<file path="config.mk">
export PLATFORM = sky130hd
export DESIGN_NAME = regfile_port_sched
export DESIGN_NICKNAME = d
export VERILOG_FILES = /design/src/rtl/regfile_port_sched_pkg.sv /design/src/rtl/regfile_port_sched_commit_queue.sv /design/src/rtl/regfile_port_sched.sv
export SDC_FILE = /design/constraint.sdc
export NUM_CORES = 1
export LEC_CHECK = 0
export ABC_CLOCK_PERIOD_IN_PS = 3400
export BUFFER_PORTS_ARGS = -buffer_cell sky130_fd_sc_hd__buf_4
export CORE_UTILIZATION = 58
export DETAILED_ROUTE_END_ITERATION = 8
export PLACE_DENSITY = 0.83
export SETUP_SLACK_MARGIN = 0.05
export SYNTH_ARGS = -nofsm -noshare
export SYNTH_HDL_FRONTEND = slang
export SYNTH_SLANG_ARGS = --single-unit
</file>
<file path="constraint.sdc">
create_clock -name in_clk -period 3.4 [get_ports in_clk]
set_clock_uncertainty 0.05 [all_clocks]
set_input_delay 0.68 -clock in_clk [delete_from_list [all_inputs] [get_ports in_clk]]
set_output_delay 0.68 -clock in_clk [all_outputs]
set_load 0.1 [all_outputs]
</file>
<file path="src/rtl/regfile_port_sched_pkg.sv">
// Shared types for the regfile port scheduler: commit queue entry layout and arbitration states.
package regfile_port_sched_pkg;

    localparam int unsigned GPR_IDX_SIZE = 5;
    localparam int unsigned ROB_IDX_SIZE = 5;
    localparam int unsigned GPR_SIZE     = 64;

    typedef logic [3:0] nzcv_t;

    typedef struct packed {
        logic [GPR_IDX_SIZE-1:0] reg_index;
        logic [ROB_IDX_SIZE-1:0] rob_index;
        logic [GPR_SIZE-1:0]     value;
        logic                    set_nzcv;
        nzcv_t                   nzcv;
    } commit_entry_t;

    typedef enum logic [1:0] {IDLE, DISPATCH, COMMIT, FORCED} sched_state_t;

endpackage

</file>
<file path="src/rtl/regfile_port_sched_commit_queue.sv">
// In-order commit FIFO; exposes per-entry valid and destination index for the dispatch hazard compare.
module regfile_port_sched_commit_queue
    import regfile_port_sched_pkg::*;
#(
    parameter int unsigned CQ_DEPTH = 4
) (
    input  logic                                    clk,
    input  logic                                    rst_n,
    input  logic                                    push,
    input  commit_entry_t                           push_data,
    input  logic                                    pop,
    output logic                                    full,
    output logic                                    empty,
    output commit_entry_t                           head,
    output logic [CQ_DEPTH-1:0]                     entry_valid,
    output logic [CQ_DEPTH-1:0][GPR_IDX_SIZE-1:0]   entry_reg
);

    localparam int unsigned PW = $clog2(CQ_DEPTH);

    commit_entry_t mem [CQ_DEPTH];
    logic [PW:0]   wr_ptr;
    logic [PW:0]   rd_ptr;
    logic [PW-1:0] wr_idx;
    logic [PW-1:0] rd_idx;

    always_comb begin
        wr_idx = wr_ptr[PW-1:0];
        rd_idx = rd_ptr[PW-1:0];
        empty  = (wr_ptr == rd_ptr);
        full   = (wr_ptr[PW] != rd_ptr[PW]) && (wr_idx == rd_idx);
        head   = mem[rd_idx];
        for (int unsigned i = 0; i < CQ_DEPTH; i++) begin
            entry_reg[i] = mem[i].reg_index;
        end
    end

    always_ff @(posedge clk) begin
        if (push) begin
            mem[wr_idx] <= push_data;
        end
    end

    // When full, push and pop hit the same slot; the later set keeps it valid.
    always_ff @(posedge clk or negedge rst_n) begin
        if (!rst_n) begin
            wr_ptr      <= '0;
            rd_ptr      <= '0;
            entry_valid <= '0;
        end else begin
            if (pop) begin
                rd_ptr              <= rd_ptr + 1'b1;
                entry_valid[rd_idx] <= 1'b0;
            end
            if (push) begin
                wr_ptr              <= wr_ptr + 1'b1;
                entry_valid[wr_idx] <= 1'b1;
            end
        end
    end

endmodule

</file>
<file path="src/rtl/regfile_port_sched.sv">
// Single regfile port arbiter between decode operand reads and buffered ROB write-backs.
// Optional statistics counters are built when REGFILE_SCHED_STATS_EN is defined.
module regfile_port_sched
    import regfile_port_sched_pkg::*;
#(
    parameter int unsigned CQ_DEPTH     = 4,
    parameter int unsigned STARVE_LIMIT = 3,
    parameter int unsigned ZR_IDX       = 31
) (
    input  logic                    in_clk,
    input  logic                    in_rst_n,
    input  logic                    in_d_valid,
    output logic                    out_d_ready,
    input  logic [GPR_IDX_SIZE-1:0] in_d_src1,
    input  logic [GPR_IDX_SIZE-1:0] in_d_src2,
    input  logic                    in_rob_valid,
    output logic                    out_rob_ready,
    input  logic [GPR_IDX_SIZE-1:0] in_rob_reg_index,
    input  logic [ROB_IDX_SIZE-1:0] in_rob_rob_index,
    input  logic [GPR_SIZE-1:0]     in_rob_value,
    input  logic                    in_rob_set_nzcv,
    input  nzcv_t                   in_rob_nzcv,
    output logic                    out_rf_dispatch,
    output logic [GPR_IDX_SIZE-1:0] out_rf_src1,
    output logic [GPR_IDX_SIZE-1:0] out_rf_src2,
    output logic                    out_rf_commit,
    output logic [GPR_IDX_SIZE-1:0] out_rf_reg_index,
    output logic [ROB_IDX_SIZE-1:0] out_rf_rob_index,
    output logic [GPR_SIZE-1:0]     out_rf_value,
    output logic                    out_rf_set_nzcv,
    output nzcv_t                   out_rf_nzcv,
    output logic                    out_idle
`ifdef REGFILE_SCHED_STATS_EN
    ,
    output logic [15:0]             out_stat_hazard_stalls,
    output logic [15:0]             out_stat_forced_commits
`endif
);

    localparam int unsigned SW = $clog2(STARVE_LIMIT + 1);
    localparam logic [SW-1:0] STARVE_MAX = SW'(STARVE_LIMIT);
    localparam logic [GPR_IDX_SIZE-1:0] ZR = GPR_IDX_SIZE'(ZR_IDX);

    sched_state_t  state, state_next;
    logic [SW-1:0] starve_cnt, starve_next;
    logic          run;
    logic          q_full, q_empty, q_push;
    commit_entry_t q_head, q_in;
    logic [CQ_DEPTH-1:0]                   q_valid, src_hit;
    logic [CQ_DEPTH-1:0][GPR_IDX_SIZE-1:0] q_reg;
    logic          hazard, commit_grant, dispatch_grant;

    regfile_port_sched_commit_queue #(.CQ_DEPTH(CQ_DEPTH)) u_cq (
        .clk         (in_clk),
        .rst_n       (in_rst_n),
        .push        (q_push),
        .push_data   (q_in),
        .pop         (commit_grant),
        .full        (q_full),
        .empty       (q_empty),
        .head        (q_head),
        .entry_valid (q_valid),
        .entry_reg   (q_reg)
    );

    // Handshakes are held off until the first clock after reset release.
    always_ff @(posedge in_clk or negedge in_rst_n) begin
        if (!in_rst_n) run <= 1'b0;
        else           run <= 1'b1;
    end

    always_comb begin
        for (int unsigned i = 0; i < CQ_DEPTH; i++) begin
            src_hit[i] = q_valid[i] &&
                         ((in_d_src1 != ZR && q_reg[i] == in_d_src1) ||
                          (in_d_src2 != ZR && q_reg[i] == in_d_src2));
        end
        hazard         = in_d_valid && (|src_hit);
        commit_grant   = run && !q_empty &&
                         (q_full || hazard || !in_d_valid || starve_cnt == STARVE_MAX);
        dispatch_grant = run && in_d_valid && !hazard && !commit_grant;
        out_d_ready    = dispatch_grant;
        out_rob_ready  = run && (!q_full || commit_grant);
        out_idle       = q_empty && !dispatch_grant && !commit_grant;
        q_push         = in_rob_valid && out_rob_ready;
        q_in           = '{reg_index: in_rob_reg_index, rob_index: in_rob_rob_index,
                           value: in_rob_value, set_nzcv: in_rob_set_nzcv, nzcv: in_rob_nzcv};
    end

    always_comb begin
        starve_next = starve_cnt;
        if (commit_grant || q_empty)
            starve_next = '0;
        else if (dispatch_grant && starve_cnt != STARVE_MAX)
            starve_next = starve_cnt + 1'b1;

        state_next = state;
        if (commit_grant)
            state_next = COMMIT;
        else if (dispatch_grant)
            state_next = (starve_next == STARVE_MAX) ? FORCED : DISPATCH;
        else if (q_empty && !in_d_valid)
            state_next = IDLE;
    end

    always_ff @(posedge in_clk or negedge in_rst_n) begin
        if (!in_rst_n) begin
            state            <= IDLE;
            starve_cnt       <= '0;
            out_rf_dispatch  <= 1'b0;
            out_rf_src1      <= '0;
            out_rf_src2      <= '0;
            out_rf_commit    <= 1'b0;
            out_rf_reg_index <= '0;
            out_rf_rob_index <= '0;
            out_rf_value     <= '0;
            out_rf_set_nzcv  <= 1'b0;
            out_rf_nzcv      <= '0;
        end else begin
            state           <= state_next;
            starve_cnt      <= starve_next;
            out_rf_dispatch <= dispatch_grant;
            out_rf_commit   <= commit_grant;
            if (dispatch_grant) begin
                out_rf_src1 <= in_d_src1;
                out_rf_src2 <= in_d_src2;
            end
            if (commit_grant) begin
                out_rf_reg_index <= q_head.reg_index;
                out_rf_rob_index <= q_head.rob_index;
                out_rf_value     <= q_head.value;
                out_rf_set_nzcv  <= q_head.set_nzcv;
                out_rf_nzcv      <= q_head.nzcv;
            end
        end
    end

`ifdef REGFILE_SCHED_STATS_EN
    always_ff @(posedge in_clk or negedge in_rst_n) begin
        if (!in_rst_n) begin
            out_stat_hazard_stalls  <= '0;
            out_stat_forced_commits <= '0;
        end else begin
            if (hazard && out_stat_hazard_stalls != '1)
                out_stat_hazard_stalls <= out_stat_hazard_stalls + 1'b1;
            if (state_next == FORCED && state != FORCED && out_stat_forced_commits != '1)
                out_stat_forced_commits <= out_stat_forced_commits + 1'b1;
        end
    end
`endif

endmodule

</file>
; After elaboration in Yosys (flattened, before gate mapping)
; Memories as Yosys holds them, arrays and structs flattened. A register that Yosys moved wholly into a read port is not among the register bits.
; Index checks and enable logic that the tools add are counted.
[word_totals]
register_bits = 25
ramBits = 316
wordCells = 89
n_memories = 1
[op_classes]
add_sub_neg = 3
order_cmp = 4
n_eq_ne = 15
n_mux = 10
bitwise_logic = 3
n_reduce_logical = 44
[mem_list]
columns = memory, depth, word_bits, read_ports, rd_clocked_by_memory_dff, wr, line_no
row1 = u_cq.mem, 4, 79, 5, 1, 1, regfile_port_sched_commit_queue.sv:21  ; commit_entry_t mem [CQ_DEPTH];
[op_table]
columns = op, count
row1 = $eq 5x5->1, 8
row2 = $logic_and 1x1->1, 26
row3 = $ne 5x5->1 const B, 2
row4 = $logic_or 1x1->1, 9
row5 = $mux 4, 2
row6 = $logic_not 1->1, 7
row7 = $add 3x1->3 const B, 2
row8 = $lt 2x3->1 const B, 2
row9 = $and 4x4->4, 1
row10 = $demux 1 s2, 2
row11 = $ge 2x1->1 const B, 2
row12 = $mux 1, 4
row13 = $mux 2, 2
row14 = $not 4->4, 1
row15 = $or 4x4->4, 1
row16 = $reduce_or 4->1, 1
row17 = $eq 3x3->1, 1
row18 = $add 2x1->2 const B, 1
row19 = $eq 2x2->1, 1
row20 = $eq 2x2->1 const B, 1
row21 = $ne 2x2->1 const B, 1
row22 = $reduce_bool 2->1, 1
row23 = $ne 1x1->1, 1

; Longest topological paths before layout
[depth]
ltp_word = 15
mapped_depth = 11
mapped_depth_nobuf = 7

; By module
; From an unflattened synthesis, not the netlist that was laid out.
[hier_totals]
hier_cells = 771
hier_area_um2 = 16726.0
[by_module_without_submodules]
columns = mod, instances, cells_per_inst, area_per_inst_um2, seq_area_each_um2
row1 = regfile_port_sched_commit_queue, 1, 480, 12165.4, 9739.3
row2 = regfile_port_sched, 1, 291, 4560.6, 2352.3

; Worst setup path after synthesis
; No wires, ideal clock.
[synth_path]
path_type = input-to-output
start = input in_d_src1[1]
end = output out_idle
t_arrival_ps = 3137
required_time_ps = 2670
slack_ps = -467
cell_stages = 8
n_path_buf = 2
path_cell_list = buf_4 > nand3_1 > nor2_1 > o41ai_2 > nor2_1 > and4_1 > buf_6 > a21oi_1
[synth_between]
elab_chain_cells = 15
[synth_lines]
columns = element, line_no
row1 = "start, declared", regfile_port_sched.sv:14  ; input logic [GPR_IDX_SIZE-1:0] in_d_src1,
row2 = $ne 5x5->1 or $eq 5x5->1 (tied branches), regfile_port_sched.sv:75  ; ((in_d_src1 != ZR && q_reg[i] == in_d_src1) ||
row3 = $logic_and 1x1->1, regfile_port_sched.sv:75
row4 = $logic_or 1x1->1, regfile_port_sched.sv:75
row5 = $logic_and 1x1->1, regfile_port_sched.sv:74  ; src_hit[i] = q_valid[i] &&
row6 = $reduce_or 4->1 *, regfile_port_sched.sv:78  ; hazard = in_d_valid && (|src_hit);
row7 = $logic_and 1x1->1 *, regfile_port_sched.sv:78
row8 = $logic_or 1x1->1 (3 in series), regfile_port_sched.sv:80  ; (q_full || hazard || !in_d_valid || starve_cnt == STARVE_MAX);
row9 = $logic_and 1x1->1, regfile_port_sched.sv:79  ; commit_grant = run && !q_empty &&
row10 = $logic_not 1->1, "regfile_port_sched.sv:81, regfile_port_sched.sv:84"
row11 = $logic_and 1x1->1, regfile_port_sched.sv:81  ; dispatch_grant = run && in_d_valid && !hazard && !commit_grant;
row12 = $logic_not 1->1, regfile_port_sched.sv:84  ; out_idle = q_empty && !dispatch_grant && !commit_grant;
row13 = $logic_and 1x1->1, regfile_port_sched.sv:84
row14 = $logic_and 1x1->1 *, regfile_port_sched.sv:84
row15 = "end, declared", regfile_port_sched.sv:32  ; output logic out_idle
; Mark *: on every way between the ends. The rest lies on a longest branch, timed or not.

==> flow_summary.json <==
{
  "drv_cap": 0,
  "finalNonFillerCells": 1359,
  "cp_slowest_stage_delay_ps": 450,
  "cts.sinks": 420,
  "num_io_pins": 187,
  "n_antenna_cell": 0,
  "viasPerCell": 5.695,
  "dieArea_sq_um": 28720,
  "cts_tree": "done",
  "row_count": 60,
  "rsz0062_at_grt": "no",
  "syn_nets": 850,
  "place.gp.congestion": 0.8272,
  "final_util_pct": 71.22,
  "endpoint_kind": "primary output",
  "drt-met1-wl_mm": 12.27,
  "dp_hpwl_mm": 18.44,
  "multiInputGateArea_sq_um": 3866,
  "fin_nets": 1056,
  "finalCriticalPeriod_ps": 3195,
  "gr-usage-all-layers_pct": 22.43,
  "routed-via-count": 7740,
  "cts_buffer_depth": 3,
  "drc": 0,
  "final_cell_mix": "edfxtp_1 (316), buf_4 (194), dfrtp_1 (102)",
  "ys_seq_area_share_pct": 74.33,
  "first_global_vias": 8358,
  "dp.cells": 1281,
  "fmax_mhz": 313.0,
  "fill_cells": 1625,
  "setup_viol": 0,
  "min_period_over_period_pct": 93.98,
  "syn2layout_area_growth_pct": 19.31,
  "dr.pass1.iters": 5,
  "clk_pin_slew_worst_paths_ps": 60,
  "status": "finished clean",
  "worstSkewPairLatency_ps": 510,
  "cp.arrival_ps": 2470,
  "cp-start-kind": "flip-flop",
  "final_common_cell": "edfxtp_1",
  "max_slew.worst_pin.slew_ps": 808.5,
  "grt_pass1_wl_mm": 48.04,
  "fp.dieH_um": 169.5,
  "relSlewSlack_pct": 46.10,
  "synth-seq-cells": 420,
  "synth_area_sq_um": 16270,
  "ys_warn_count": 0,
  "synth.area.top_cells": "edfxtp_1 (58%), dfrtp_1 (16%), mux4_2 (11%), mux2_4 (4.6%), mux2_2 (2.8%)",
  "cts-root-buf": "clkbuf_16",
  "port_buffers": 186,
  "cts_resized": 0,
  "start_util_pct": 59.69,
  "htreeDepth": 2,
  "hold_buffers": 0,
  "drive_above_1_share_pct": 44.68,
  "crit_slowest_cell": "edfxtp_1",
  "worstPathRequired_ps": 2670,
  "overflow": 0,
  "critPathMaxFanout": 6,
  "path_cells": "xnor2_1 -> nand3_1 -> nor4_1 -> o21ai_0 -> and4_1 -> and3_1 -> buf_4",
  "ant_nets": 0,
  "critical_path_class": "reg2out",
  "coreArea_sq_um": 27250,
  "regArea_sq_um": 12100,
  "yosysTopAreaCell": "edfxtp_1",
  "hold_viol_final": 0,
  "antenna_found_initial": 0,
  "hp-class": "in2async",
  "synth.distinct_cells": 33,
  "wl_mm": 31.18,
  "wl_per_cell_um": 22.94,
  "fin_setup_tns_ps": 0,
  "grt_max_degree": 83,
  "post_cts_buffers": 0,
  "synth_top_area_share_pct": 58.33,
  "synthCells": 748,
  "wl_met3_mm": 1.953,
  "top_layer_used": "met4",
  "syn_area_per_cell_sq_um": 21.75,
  "numCtsBuffers": 43,
  "dr.first_iter.drc_count": 448,
  "die_w_um": 169.5,
  "drv_slew": 0,
  "wl_met2_mm": 16.36
}
## kinds of logic after synthesis
| logic type | count (synthesis) | synth area share [%] |
|---|---|---|
| AOI/OAI and AO/OA | 14 | 0.6538 |
| xor gates and xnor gates | 47 | 2.531 |
| adders and majority gates | 9 | 0.6923 |
| buffers and inverters | 47 | 2.015 |
| DFF | 420 | 74.33 |
| muxes | 170 | 18.39 |
| other | 1 | 0.02305 |
| and+or+nand+nor | 40 | 1.361 |
## sequential cells by signal (all words and copies together), names as in the netlist
| signal | flops |
|---|---|
| out_rf_commit | 1 |
| run | 1 |
| out_rf_reg_index | 5 |
| out_rf_nzcv | 4 |
| out_rf_src1 | 5 |
| out_rf_dispatch | 1 |
| u_cq.wr_ptr | 3 |
| u_cq.mem | 316 |
| out_rf_src2 | 5 |
| u_cq.rd_ptr | 3 |
| out_rf_value | 64 |
| out_rf_rob_index | 5 |
| out_rf_set_nzcv | 1 |
| u_cq.entry_valid | 4 |
| starve_cnt | 2 |
## critical path: cells and delay by family (launching register included)
family          cells  cell delay [ps]
simple gates        4              840
xor+xnor            1              160
flops               1              450
buf+inv             1              310
compound gates      1              190
## final timing paths
path	startpoint	to	slack (ps)	cells past startpoint
worst max-delay path	u_cq.mem[1][76]	out_d_ready	200	7
worst min-delay path	in_rst_n	out_rf_rob_index[0]	100	1
worst max register to register	u_cq.mem[0][77]	out_rf_value[53]	750	8
worst min register to register	out_rf_src1[1]	out_rf_src1[1]	450	1
max in group asynchronous	in_rst_n	out_rf_src1[2]	2420	2
min in group in_clk	in_rob_value[56]	u_cq.mem[1][61]	310	1
## cell usage after synthesis (all sizes together)
| cell | number |
|---|---|
| a2bb2oi | 3 |
| mux2 | 91 |
| edfxtp | 316 |
| nor4 | 7 |
| clkbuf | 17 |
| nor2b | 3 |
| ha | 9 |
| xnor2 | 32 |
| dfrtp | 104 |
| nand2 | 5 |
| nand4 | 3 |
| nor2 | 3 |
| mux4 | 79 |
| and3 | 4 |
| o21ai | 5 |
| conb | 1 |
| xor2 | 15 |
| buf | 24 |
| nand4b | 1 |
| inv | 6 |
| a21boi | 1 |
| and4 | 1 |
| nand2b | 2 |
| o41ai | 1 |
| nand3 | 11 |
| a21oi | 4 |
## per-stage QoR
| step | hold WS, ps | area, sq um | setup WS, ps |
|---|---|---|---|
| final | 100.1 | 19410 | 204.6 |
| after global routing | 123.9 | 19410 | 114.7 |
| after CTS | 111.5 | 19410 | 235.6 |
| after detailed placement | 442.5 | 18070 | 288.6 |
| after global placement | 424.4 | 18070 | 377.4 |
| after floorplan | 334.4 | 16270 | 163.7 |
## metal layers
metal | global-route usage (%) | vias to the layer above
met5 | 0 | -
met4 | 5.445 | 0
met3 | 5.247 | 47
met2 | 39.54 | 247
met1 | 28.25 | 4074
li1 | - | 3372
## area by class of cell
cell class	count	share of cell area (%)
Inverter	6	0.1289
Multi-Input combinational cell	281	19.92
Clock inverter	8	0.3546
Timing Repair Buffer	202	8.329
Tap cell	372	2.398
Clock buffer	70	6.530
Sequential cell	420	62.34
Power is not shown: default switching activity piles up to over one toggle a cycle in this logic, so the estimate is an artifact.
